--- src/rtl/shiftreg_pkg.sv ---
// Shared mode encoding and sizing helper for the universal shift register.
package shiftreg_pkg;

  localparam logic [2:0] MODE_HOLD  = 3'd0;
  localparam logic [2:0] MODE_SHL   = 3'd1;
  localparam logic [2:0] MODE_SHR   = 3'd2;
  localparam logic [2:0] MODE_ROL   = 3'd3;
  localparam logic [2:0] MODE_ROR   = 3'd4;
  localparam logic [2:0] MODE_LOAD  = 3'd5;
  localparam logic [2:0] MODE_CLEAR = 3'd6;

  // Bits needed to hold a fill count in the range 0..width inclusive.
  function automatic int cnt_w(input int width);
    return $clog2(width + 1);
  endfunction

endpackage

--- src/rtl/shiftreg_fill_cnt.sv ---
// Saturating fill counter: counts serially shifted-in bits up to MAX.
module shiftreg_fill_cnt
  import shiftreg_pkg::*;
#(
  parameter int MAX = 8
) (
  input  logic                    i_clk,
  input  logic                    i_rst,
  input  logic                    i_inc,
  input  logic                    i_set,
  input  logic                    i_clr,
  output logic [cnt_w(MAX)-1:0]   o_count,
  output logic                    o_full
);

  localparam int             CW    = cnt_w(MAX);
  localparam logic [CW-1:0]  MAX_C = CW'(MAX);

  logic [CW-1:0] r_count;

  // Clear wins over set, set over increment; increment stops at MAX.
  always_ff @(posedge i_clk) begin
    if (i_rst)                            r_count <= '0;
    else if (i_clr)                       r_count <= '0;
    else if (i_set)                       r_count <= MAX_C;
    else if (i_inc && (r_count != MAX_C)) r_count <= r_count + CW'(1);
  end

  assign o_count = r_count;
  assign o_full  = (r_count == MAX_C);

endmodule

--- src/rtl/shiftreg_univ.sv ---
// Universal shift register: shift/rotate/load/clear with serial-out and fill count.
module shiftreg_univ
  import shiftreg_pkg::*;
#(
  parameter int               WIDTH     = 8,
  parameter logic [WIDTH-1:0] RESET_VAL = {WIDTH{1'b0}}
) (
  input  logic                      i_clk,
  input  logic                      i_rst,
  input  logic                      i_en,
  input  logic [2:0]                i_mode,
  input  logic                      i_input,
  input  logic [WIDTH-1:0]          i_load_data,
  output logic [WIDTH-1:0]          o_out,
  output logic                      o_sout,
  output logic [cnt_w(WIDTH)-1:0]   o_count,
  output logic                      o_full
);

  logic [WIDTH-1:0] r_out;
  logic             r_sout;
  logic             w_inc;
  logic             w_set;
  logic             w_clr;

  // Fill-counter controls decoded from the active mode.
  always_comb begin
    w_inc = 1'b0;
    w_set = 1'b0;
    w_clr = 1'b0;
    if (i_en) begin
      case (i_mode)
        MODE_SHL, MODE_SHR: w_inc = 1'b1;
        MODE_LOAD:          w_set = 1'b1;
        MODE_CLEAR:         w_clr = 1'b1;
        default:            ;
      endcase
    end
  end

  // Data path and serial-out; i_input is only looked at in the shift modes.
  always_ff @(posedge i_clk) begin
    if (i_rst) begin
      r_out  <= RESET_VAL;
      r_sout <= 1'b0;
    end else if (i_en) begin
      case (i_mode)
        MODE_SHL: begin
          r_out  <= {r_out[WIDTH-2:0], i_input};
          r_sout <= r_out[WIDTH-1];
        end
        MODE_SHR: begin
          r_out  <= {i_input, r_out[WIDTH-1:1]};
          r_sout <= r_out[0];
        end
        MODE_ROL: begin
          r_out  <= {r_out[WIDTH-2:0], r_out[WIDTH-1]};
          r_sout <= r_out[WIDTH-1];
        end
        MODE_ROR: begin
          r_out  <= {r_out[0], r_out[WIDTH-1:1]};
          r_sout <= r_out[0];
        end
        MODE_LOAD: r_out <= i_load_data;
        MODE_CLEAR: begin
          r_out  <= '0;
          r_sout <= 1'b0;
        end
        default: ;  // HOLD and reserved encoding
      endcase
    end
  end

  shiftreg_fill_cnt #(.MAX(WIDTH)) u_fill_cnt (
    .i_clk   (i_clk),
    .i_rst   (i_rst),
    .i_inc   (w_inc),
    .i_set   (w_set),
    .i_clr   (w_clr),
    .o_count (o_count),
    .o_full  (o_full)
  );

  assign o_out  = r_out;
  assign o_sout = r_sout;

endmodule

--- config.mk ---
export PLATFORM = sky130hd
export DESIGN_NAME = shiftreg_univ
export DESIGN_NICKNAME = d
export VERILOG_FILES = /design/src/rtl/shiftreg_pkg.sv /design/src/rtl/shiftreg_fill_cnt.sv /design/src/rtl/shiftreg_univ.sv
export SDC_FILE = /design/constraint.sdc
export NUM_CORES = 1
export LEC_CHECK = 0
export ABC_AREA = 1
export ABC_CLOCK_PERIOD_IN_PS = 3720
export BUFFER_PORTS_ARGS = -buffer_cell sky130_fd_sc_hd__clkbuf_2
export CAP_MARGIN = 20
export CELL_PAD_IN_SITES_DETAIL_PLACEMENT = 1
export CELL_PAD_IN_SITES_GLOBAL_PLACEMENT = 1
export CORE_UTILIZATION = 35
export CTS_CLUSTER_SIZE = 16
export DETAILED_ROUTE_END_ITERATION = 8
export PLACE_DENSITY_LB_ADDON = 0.12
export SETUP_SLACK_MARGIN = 0.02
export SLEW_MARGIN = 20
export SYNTH_ARGS = -nofsm -noshare
export SYNTH_HDL_FRONTEND = slang
export SYNTH_SLANG_ARGS = --single-unit
--- constraint.sdc ---
create_clock -name i_clk -period 3.72 [get_ports i_clk]
set_clock_uncertainty 0.1 [all_clocks]
set_input_delay 0.372 -clock i_clk [delete_from_list [all_inputs] [get_ports i_clk]]
set_output_delay 0.372 -clock i_clk [all_outputs]
set_load 0.01 [all_outputs]
==> out/metrics.yaml, run 1 <==
path_clk_slew_ns: 0.09
synth_ff_type: "dfxtp_1"
drt_iter0_markers: 4
worstSetupPathType: "register to primary output"
end_kind: "primary output"
grt-ovfl-total: 0
grt_pass1_wl_um: 4140
dr_total_vias: 1043
synth_commonest_cells: "nand2_1 (72), nor2_1 (21), inv_1 (19)"
cts_buffer_depth: 2
portBuffers: 28
cap_violations: 0
hp-start: "i_rst"
ys_ff_latch: 13
start_util: 0.3680
critical_path_required_ns: 3.25
comb_power_share: 0.253
synth_edf_count: 0
ys_types: 19
drt_pass1_iterations: 4
p_sw_frac: 0.3503
p_int_uw: 219.4
drcViolationCount: 0
netlist_top_cells_area: "nand2_1 (30%), dfxtp_1 (29%), nor2_1 (8.7%)"
gp_congestion: 0.7877
die_width_um: 52.81
clkPwrFrac: 0.277
n_antenna_cell: 0
num_rows: 18
synthArstFlopShare: 0
powerDensity_nw_per_um2: 306.0
setup.worst_path.start_class: "register"
area_growth_syn_to_layout_pct: 22.16
setup_viol: 0
p_seq_frac: 0.469
post-cts-setup-buffers: 0
synth.most_common_cell: "nand2_1"
drive_gt1_frac: 0.2074
rrSetupSlack_ns: 2.18
tightest_slew_ns: 0.2717
postRouteAntennaNets: 0
root_buffer: "clkbuf_4"
p_leak_uw: 0.0006090
rsz0062_at_grt: "no"
grt_max_degree: 10
period_minus_slack_ns: 1.754
core-area_um2: 2455
holdPathStages: 4
hold_viol_final: 0
r2r_end: "u_fill_cnt.o_count[3]"
worstSkewPairLatency_ns: 0.28
arrival_ns: 1.28
htree_levels: 1
dieHeight_um: 52.81
ir_drop_v: 0.0002252
hold_class: "primary input to register"
cts_tree: "done"
syn-cell-area_um2: 903.4
synth_top_area_cell: "nand2_1"
synth_cells: 157
synth.net_count: 174
numCtsBuffers: 3
synth-seq-area-share: 0.2881
synth_top_area_frac: 0.2992
antenna_found_initial: 0
grtUsageTotal: 0.2053
crit_fanout: 6
slew_violations: 0
io_pins: 29
fmax_mhz: 570.1
power_uw: 337.7
cts_resized: 0
hold_path_end: "u_fill_cnt.o_count[3]"
clock_sinks: 13
reg2reg_from: "u_fill_cnt.o_count[0]"
setup-tns-final_ns: 0
grt_pass1_vias: 947
fp.dieArea_um2: 2788
routed_via_density: 4.784
ys_warn_count: 0
avgSynthCellArea_um2: 5.754
reg2regPathDepth: 9
fin_crit_sh: 0.4715
slew_headroom: 0.8178
final_nets: 206
wirelength_um: 2514
p_sw_uw: 118.3
status: "completed"
dp_hpwl_um: 2025
avgRoutedWirePerCell_um: 11.53
cts_hold_buf: 0
-- metal layers --
metal / global-route usage / vias to the layer above / share of wire
met2: 0.3376 / 17 / 0.49
met4: 0.03947 / 0 / 0.0048
met5: 0 / - / 0
met3: 0.05217 / 2 / 0.032
li1: - / 546 / -
met1: 0.2686 / 478 / 0.47
-- logic make-up after synthesis --
| group | after synthesis | synth area share |
|---|---|---|
| and+or+nand+nor | 105 | 0.4654 |
| buffers and inverters | 22 | 0.09279 |
| xor gates and xnor gates | 1 | 0.009697 |
| AOI/OAI and AO/OA | 14 | 0.1163 |
| adders and majority gates | 2 | 0.02770 |
| DFF | 13 | 0.2881 |
-- power by group through the flow --
| stage | logic, uW | clock network, uW | registers [uW] |
|---|---|---|---|
| 2_1_floorplan | 51.1 | 0 | 164 |
| 3_3_place_gp | 83.7 | 0 | 161 |
| 3_5_place_dp | 86.4 | 0 | 162 |
| 4_1_cts | 86.9 | 97.3 | 158 |
| 5_1_grt | 98.0 | 102 | 160 |
| 6_report | 85.5 | 93.7 | 159 |
-- worst max-delay path by stage --
stage	slack [ns]	start	cells after the start	to
4_1_cts	1.95	u_fill_cnt.o_count[0]	5	o_full
3_5_place_dp	2.11	i_mode[1]	9	u_fill_cnt.o_count[3]
5_1_grt	1.82	u_fill_cnt.o_count[0]	5	o_full
3_3_place_gp	2.16	i_mode[1]	9	u_fill_cnt.o_count[3]
2_1_floorplan	2.32	u_fill_cnt.o_count[0]	9	u_fill_cnt.o_count[3]
6_report	1.97	u_fill_cnt.o_count[0]	5	o_full
-- worst max-delay path, stage by stage, from the launching register on --
cell      delay [ns]
dfxtp_1         0.42
inv_1           0.09
ha_1            0.20
nand3_1         0.12
inv_1           0.05
clkbuf_2        0.12
-- registers in the layout (all words and copies together), names as in the netlist --
name and flops:
o_sout 1, u_fill_cnt.o_count 4, o_out 8
-- final cells by class --
cell class | count | area, um^2
clock inverters | 1 | 5.005
inverters | 21 | 78.83
flip-flops and latches | 13 | 260.3
multi-input cells | 122 | 559.3
repair buffers | 28 | 140.1
well taps | 30 | 37.54
fillers | 381 | 1351
clock buffers | 3 | 22.52
-- layout by cell type (no fill, tap or decap), drive strengths merged --
master | synthesis | layout
nand4 | 3 | 3
clkinv | 1 | 2
o21ai | 4 | 4
nand2 | 73 | 73
dfxtp | 13 | 13
o211ai | 2 | 2
xor2 | 1 | 1
nor2 | 22 | 22
ha | 2 | 2
clkbuf | 1 | 31
nand3 | 7 | 7
inv | 20 | 20
a21oi | 8 | 8
-- through the flow --
| step | setup WS, ns | cell area (um^2) | util | hold WS (ns) | instances |
|---|---|---|---|---|---|
| after floorplan | 2.324 | 903.4 | - | 0.4288 | 157 |
| after global placement | 2.156 | 1076 | 0.4383 | 0.4097 | 214 |
| after detailed placement | 2.114 | 1076 | 0.4383 | 0.4335 | 214 |
| after CTS | 1.947 | 1104 | 0.4495 | 0.2563 | 218 |
| after global routing | 1.825 | 1104 | 0.4495 | 0.2753 | 218 |
| final | 1.966 | 1104 | 0.4495 | 0.2534 | 218 |
No activity file was read; power rests on OpenSTA's default activity.
==> run 2, diff against run 1 <==
--- a/config.mk
+++ b/config.mk
@@ -5,13 +5,13 @@
 export SDC_FILE = /design/constraint.sdc
 export NUM_CORES = 1
 export LEC_CHECK = 0
-export ABC_AREA = 1
-export ABC_CLOCK_PERIOD_IN_PS = 3720
+export ABC_AREA = 0
+export ABC_CLOCK_PERIOD_IN_PS = 1800
 export BUFFER_PORTS_ARGS = -buffer_cell sky130_fd_sc_hd__clkbuf_2
 export CAP_MARGIN = 20
 export CELL_PAD_IN_SITES_DETAIL_PLACEMENT = 1
 export CELL_PAD_IN_SITES_GLOBAL_PLACEMENT = 1
-export CORE_UTILIZATION = 35
+export CORE_UTILIZATION = 34
 export CTS_CLUSTER_SIZE = 16
 export DETAILED_ROUTE_END_ITERATION = 8
 export PLACE_DENSITY_LB_ADDON = 0.12
==> constraint.sdc (replaced) <==
create_clock -name i_clk -period 1.8 [get_ports i_clk]
set_clock_uncertainty 0.1 [all_clocks]
set_input_delay 0.18 -clock i_clk [delete_from_list [all_inputs] [get_ports i_clk]]
set_output_delay 0.18 -clock i_clk [all_outputs]
set_load 0.01 [all_outputs]
==> run 2 against run 1 <==
Net effect: area after synthesis is 11% lower; sequential cell count stayed put; global-route usage is 0.81 points lower; via count is 21% lower; worst setup slack worse by 1.7 ns; utilization is 1.2 points lower; critical path depth stayed put; sequential power is 110% higher; combinational power is 91% higher; design area is 12% lower; cell count is 33% lower.
==> out/metrics.yaml, run 2 <==
synth_compound_area_frac: 0.2801  # +0.1638
worstSkewPairLatency_ns: 0.27  # about the same
synth_ff_type: "dfxtp_1"
cts_resized: 0  # unchanged
slew_violations: 0  # unchanged
fill_cells: 290  # -24%
gp_congestion: 0.7474  # -5.1%
start_util: 0.3614  # -0.006566
num_rows: 17  # -1
grt_pass1_wl_um: 3788  # -8.5%
drt_pass1_iterations: 4  # unchanged
setup.worst_path.start_class: "register"
layout_commonest_cell: "clkbuf_2"
end_kind: "primary output"
fin_hold_ws_ns: 0.1184  # -0.1350 ns
grt-ovfl-total: 0  # unchanged
hold_class: "primary input to register"
ir_drop_v: 0.0003072  # +36%
p_seq_frac: 0.485  # +0.016
synth.net_count: 110  # -37%
synth_top_family_by_area: "compound AO/OA/AOI/OAI gates"
synthMuxAreaShare: 0.02504  # +0.02504
hold_viol_final: 0  # unchanged
ys_types: 37  # +18
synth_top_area_frac: 0.3255  # +0.02634
syn-cell-area_um2: 799.5  # -11%
synthArstFlopShare: 0  # unchanged
netlist_top_cells_area: "dfxtp_1 (33%), a211oi_1 (7.5%), a222oi_1 (6.3%)"
drive_gt1_frac: 0.3361  # +0.1287
area_growth_syn_to_layout_pct: 20.97
post-cts-setup-buffers: 0  # unchanged
arrival_ns: 1.22  # -0.06 ns
avgSynthCellArea_um2: 8.597  # +49%
synth.most_common_cell: "dfxtp_1"
cap_violations: 0  # unchanged
portBuffers: 28  # unchanged
core-area_um2: 2212  # -9.9%
htree_levels: 1  # unchanged
utilization: 0.4372  # -0.01232
synth_top_area_cell: "dfxtp_1"
critPathMaxStageDelay_ns: 0.38  # -0.04 ns
cts_buffer_depth: 2  # unchanged
synthXorXnorAreaFrac: 0.06416  # +0.05447
path_clk_slew_ns: 0.09  # about the same
p_sw_uw: 215.2  # +82%
synth-seq-area-share: 0.3255  # +0.03742
tightest_slew_ns: 0.3500  # +0.07829 ns
clock_sinks: 13  # unchanged
io_pins: 29  # unchanged
dr_total_vias: 820  # -21%
clkPwrFrac: 0.274  # -0.003
cts_tree: "done"
synth_commonest_cells: "dfxtp_1 (13), nor2_1 (12), a211oi_1 (8)"
p_leak_uw: 0.0004201  # -31%
fp.dieArea_um2: 2549  # -8.6%
ys_warn_count: 0  # unchanged
synth_edf_count: 0  # unchanged
synth_fa_ha_area_frac: 0.04382  # +0.01612
avgRoutedWirePerCell_um: 15.17  # +32%
critical_path_required_ns: 1.52  # -1.73 ns
wirelength_um: 2230  # -11%
p_sw_frac: 0.3177  # -0.03260
root_buffer: "clkbuf_4"
p_int_uw: 462.3  # +110%
slew_headroom: 0.7664  # -0.05132
grtUsageTotal: 0.1972  # -0.008072
power_uw: 677.6  # +100%
final_cell_mix: "clkbuf_2 (28), dfxtp_1 (13), nor2_1 (12)"
die_width_um: 50.49  # -4.4%
crit_top_cell: "inv_1"
fmax_mhz: 664.6
rsz0062_at_grt: "no"
synth-simple-area-share: 0.1862  # -0.2791
synth_cells: 93  # -41%
numCtsBuffers: 3  # unchanged
path_cells: "inv_1, ha_1, nand3b_1, inv_1, clkbuf_2"
largest_reg_flops: 8  # unchanged
drcViolationCount: 0  # unchanged
grt_pass1_vias: 788  # -17%
cts_hold_buf: 0  # unchanged
fin_crit_sh: 0.8360
final_nets: 137  # -33%
status: "completed"
worstSetupPathType: "register to primary output"
critPathSlowestCell: "dfxtp_1"
ys_ff_latch: 13  # unchanged
setup-tns-final_ns: 0  # unchanged
n_antenna_cell: 0  # unchanged
period_minus_slack_ns: 1.505
comb_power_share: 0.241  # -0.012
routed_via_density: 5.578  # +17%
powerDensity_nw_per_um2: 700.5  # +130%
grt_max_degree: 16  # +6
dp_hpwl_um: 1695  # -16%
dieHeight_um: 50.49  # -4.4%
antenna_found_initial: 0  # unchanged
setup_viol: 0  # unchanged
postRouteAntennaNets: 0  # unchanged
drt_iter0_markers: 22  # +18
crit_fanout: 4  # -2
run 2: changes by cell type after synthesis, moves of 5 or more:
cell      delta
nand2_1     -65
inv_1       -15
nor2_1       -9
a211oi_1     +8
a21oi_1      -5
a222oi_1     +5
nand3_1      -5
run 2: final cells by class:
class | count | area (um^2) | share of cell area
timing repair buffer | 29 | 147.6 | 0.1527
inverter | 5 | 18.77 | 0.01940
sequential | 13 | 260.3 | 0.2691
clock buffer | 4 | 26.28 | 0.02717
multi-input combinational | 68 | 479.2 | 0.4955
tap | 28 | 35.03 | 0.03622
run 2: final timing paths:
| path | from | slack [ns] | end | depth (start not counted) |
|---|---|---|---|---|
| worst min-delay path | i_en | 0.12 | o_sout | 2 |
| worst min register to register | o_out[3] | 0.45 | o_out[3] | 2 |
| worst max register to register | u_fill_cnt.o_count[0] | 0.44 | u_fill_cnt.o_count[0] | 6 |
| worst max-delay path | u_fill_cnt.o_count[0] | 0.30 | o_full | 5 |
run 2: worst max-delay path: cells and delay by family (launching register included):
family | cells | cell delay [ns]
flops | 1 | 0.38
simple gates | 1 | 0.12
fa+ha+maj | 1 | 0.20
buf+inv | 3 | 0.26
run 2: layer usage:
metal,GRT usage,share of wire,vias to the layer above
met2,0.3489,0.50,21
met4,0.04167,0,0
met5,0,0,-
met3,0.03030,0.039,0
li1,-,-,398
met1,0.2505,0.46,401
run 2: power groups by stage:
stage          clock [uW]  combinational (uW)  sequential (uW)
4_1_cts               196                 164              329
5_1_grt               206                 181              332
2_1_floorplan           0                 103              338
3_5_place_dp            0                 163              336
3_3_place_gp            0                 160              335
6_report              186                 163              329
run 2: logic make-up (layout without fill, tap and decap cells):
| family | count (synthesis) | in the layout |
|---|---|---|
| muxes | 2 | 2 |
| buffers and inverters | 12 | 38 |
| and+or+nand+nor | 31 | 31 |
| AOI/OAI and AO/OA | 27 | 27 |
| adders and majority gates | 3 | 3 |
| DFF | 13 | 13 |
| xor gates and xnor gates | 5 | 5 |
run 2: metrics by stage:
step	worst slack, ns	std cells	instance area (um^2)
global placement	0.3234	143	940.9
detailed placement	0.2789	143	940.9
CTS	0.2676	147	967.2
finish	0.2953	147	967.2
global route	0.2104	147	967.2
floorplan	0.5035	93	799.5
==> run 3, diff against run 2 <==
--- a/config.mk
+++ b/config.mk
@@ -6,12 +6,12 @@
 export NUM_CORES = 1
 export LEC_CHECK = 0
 export ABC_AREA = 0
-export ABC_CLOCK_PERIOD_IN_PS = 1800
+export ABC_CLOCK_PERIOD_IN_PS = 1330
 export BUFFER_PORTS_ARGS = -buffer_cell sky130_fd_sc_hd__clkbuf_2
 export CAP_MARGIN = 20
 export CELL_PAD_IN_SITES_DETAIL_PLACEMENT = 1
 export CELL_PAD_IN_SITES_GLOBAL_PLACEMENT = 1
-export CORE_UTILIZATION = 34
+export CORE_UTILIZATION = 31
 export CTS_CLUSTER_SIZE = 16
 export DETAILED_ROUTE_END_ITERATION = 8
 export PLACE_DENSITY_LB_ADDON = 0.12
==> constraint.sdc (replaced) <==
create_clock -name i_clk -period 1.33 [get_ports i_clk]
set_clock_uncertainty 0.1 [all_clocks]
set_input_delay 0.133 -clock i_clk [delete_from_list [all_inputs] [get_ports i_clk]]
set_output_delay 0.133 -clock i_clk [all_outputs]
set_load 0.01 [all_outputs]
==> run 3 against run 2 <==
Net effect: routed wire length increased by 1.8%; via count increased by 2.4%; combinational power increased by 63%; critical path depth increased by 2; die area increased by 9.3%; first-iteration DRC count decreased by 4.5%; clock-buffer cell count unchanged; critical endpoint is now u_fill_cnt.o_count[2].
==> out/metrics.yaml, run 3 (same netlist as run 2, synthesis figures left out) <==
largest_reg_flops: 8  # unchanged
n_antenna_cell: 0  # unchanged
slew_violations: 0  # unchanged
dpl_cell_area_um2: 1026  # +9.0%
p_int_uw: 659.5  # +43%
slew_headroom: 0.7802  # +0.01375
drt_pass1_iterations: 4  # unchanged
root_buffer: "clkbuf_4"
critical_path_required_ns: 1.41  # -0.11 ns
fin_crit_sh: 0.9931
core-area_um2: 2455  # +11%
postRouteAntennaNets: 0  # unchanged
setup.worst_path.start_class: "register"
cts_tree: "done"
status: "completed"
area_growth_syn_to_layout_pct: 38.97
grtUsageTotal: 0.1890  # -0.008248
p_seq_frac: 0.457  # -0.028
cap_violations: 0  # unchanged
drt_iter0_markers: 21  # -4.5%
clkPwrFrac: 0.268  # -0.006
p_sw_frac: 0.3156  # -0.002077
avgRoutedWirePerCell_um: 13.93  # -8.2%
drive_gt1_frac: 0.4511  # +0.1150
holdPathStages: 2  # unchanged
rsz0062_at_grt: "yes"
regArea_um2: 262.8  # +0.96%
ir_drop_v: 0.0005163  # +68%
hold_viol_final: 0  # unchanged
fmax_mhz: 757.1
wirelength_um: 2271  # +1.8%
p_leak_uw: 0.0004980  # +19%
path_clk_slew_ns: 0.08  # about the same
htree_levels: 1  # unchanged
end_kind: "register"
die_width_um: 52.79  # +4.5%
worstSkewPairLatency_ns: 0.29  # +0.02 ns
layout_commonest_cell: "clkbuf_2"
drcViolationCount: 0  # unchanged
place_ws_ns: -0.03788  # -0.3168 ns
routed_via_density: 5.153  # -7.6%
arrival_ns: 1.40  # +0.18 ns
worstSetupPathType: "register to register"
start_util: 0.3257  # -0.03574
comb_power_share: 0.275  # +0.034
multiInputGateArea_um2: 504.2  # +5.2%
grt_pass1_wl_um: 3767  # -0.55%
final_cell_mix: "clkbuf_2 (27), buf_4 (14), nor2_1 (12)"
dr_total_vias: 840  # +2.4%
dieHeight_um: 52.79  # +4.5%
fp.dieArea_um2: 2786  # +9.3%
fill_cells: 303  # +4.5%
crit_fanout: 2  # -2
tightest_slew_ns: 0.3297  # -0.02025 ns
clock_sinks: 13  # unchanged
powerDensity_nw_per_um2: 867.3  # +24%
numCtsBuffers: 3  # unchanged
reg2regPathDepth: 7  # +1
grt-ovfl-total: 0  # unchanged
cts_buffer_depth: 2  # unchanged
finalWorstSetupSlack_ns: 0.009127  # -0.2861 ns
period_minus_slack_ns: 1.321
portBuffers: 28  # unchanged
grt_max_degree: 16  # unchanged
setup_viol: 0  # unchanged
gp_congestion: 0.7652  # +2.4%
final_nets: 151  # +10%
hold_class: "primary input to register"
final_cell_area_um2: 1111  # +15%
dp_hpwl_um: 1702  # +0.40%
antenna_found_initial: 0  # unchanged
num_rows: 18  # +1
p_sw_uw: 304.1  # +41%
grt_pass1_vias: 842  # +6.9%
io_pins: 29  # unchanged
==> run 3: cell type report <==
type,instances,share of cell area
inverters,5,0.01689
clock buffers,4,0.02365
multi-input cells,68,0.4538
flip-flops and latches,13,0.2365
repair buffers,43,0.2354
well taps,30,0.03378
==> run 3: timing repair <==
action / CTS / global route
pin swaps: 3 / 2
hold endpoints to repair: 1 / 0
setup buffers: 2 / 0
hold buffers: 1 / 0
endpoints found under the setup margin: 4 / 4
resized for setup: 7 / 3
==> run 3: layer usage <==
| layer | global-route usage | share of wire |
|---|---|---|
| met5 | 0 | 0 |
| met1 | 0.2318 | 0.46 |
| met3 | 0.05217 | 0.046 |
| met2 | 0.3186 | 0.48 |
| met4 | 0.05263 | 0.012 |
==> run 3: metrics by stage <==
stage	utilization	hold WS (ns)	cells	total power [uW]	setup TNS (ns)
after global placement	0.4179	0.2931	156	695.8	-0.01412
final	0.4526	0.07933	163	963.6	0
after CTS	0.4470	0.07478	163	974.4	0
after floorplan	-	0.2172	93	597.3	0
after global routing	0.4526	0.08270	163	1028	-0.1720
after detailed placement	0.4179	0.3000	156	700.6	-0.1837
==> run 3: power by group through the flow <==
stage / sequential [uW] / clock (uW) / combinational, uW
floorplan: 458 / 0 / 140
global placement: 448 / 0 / 247
detailed placement: 449 / 0 / 251
CTS: 441 / 270 / 263
global route: 445 / 288 / 296
finish: 440 / 258 / 265
==> run 3: worst max-delay path, stage by stage (launching register included) <==
cell and delay [ns]:
dfxtp_2 0.33, inv_2 0.07, ha_4 0.12, nand3b_1 0.08, buf_4 0.15, nand4_1 0.07
xor2_1 0.22, nor2_1 0.06
==> run 3: worst paths after layout <==
check | startpoint | to | slack, ns
worst max-delay path | u_fill_cnt.o_count[0] | u_fill_cnt.o_count[2] | 0.009
worst min-delay path | i_rst | o_out[7] | 0.08
worst max register to register | u_fill_cnt.o_count[0] | u_fill_cnt.o_count[2] | 0.009
worst min register to register | o_out[6] | o_out[5] | 0.44
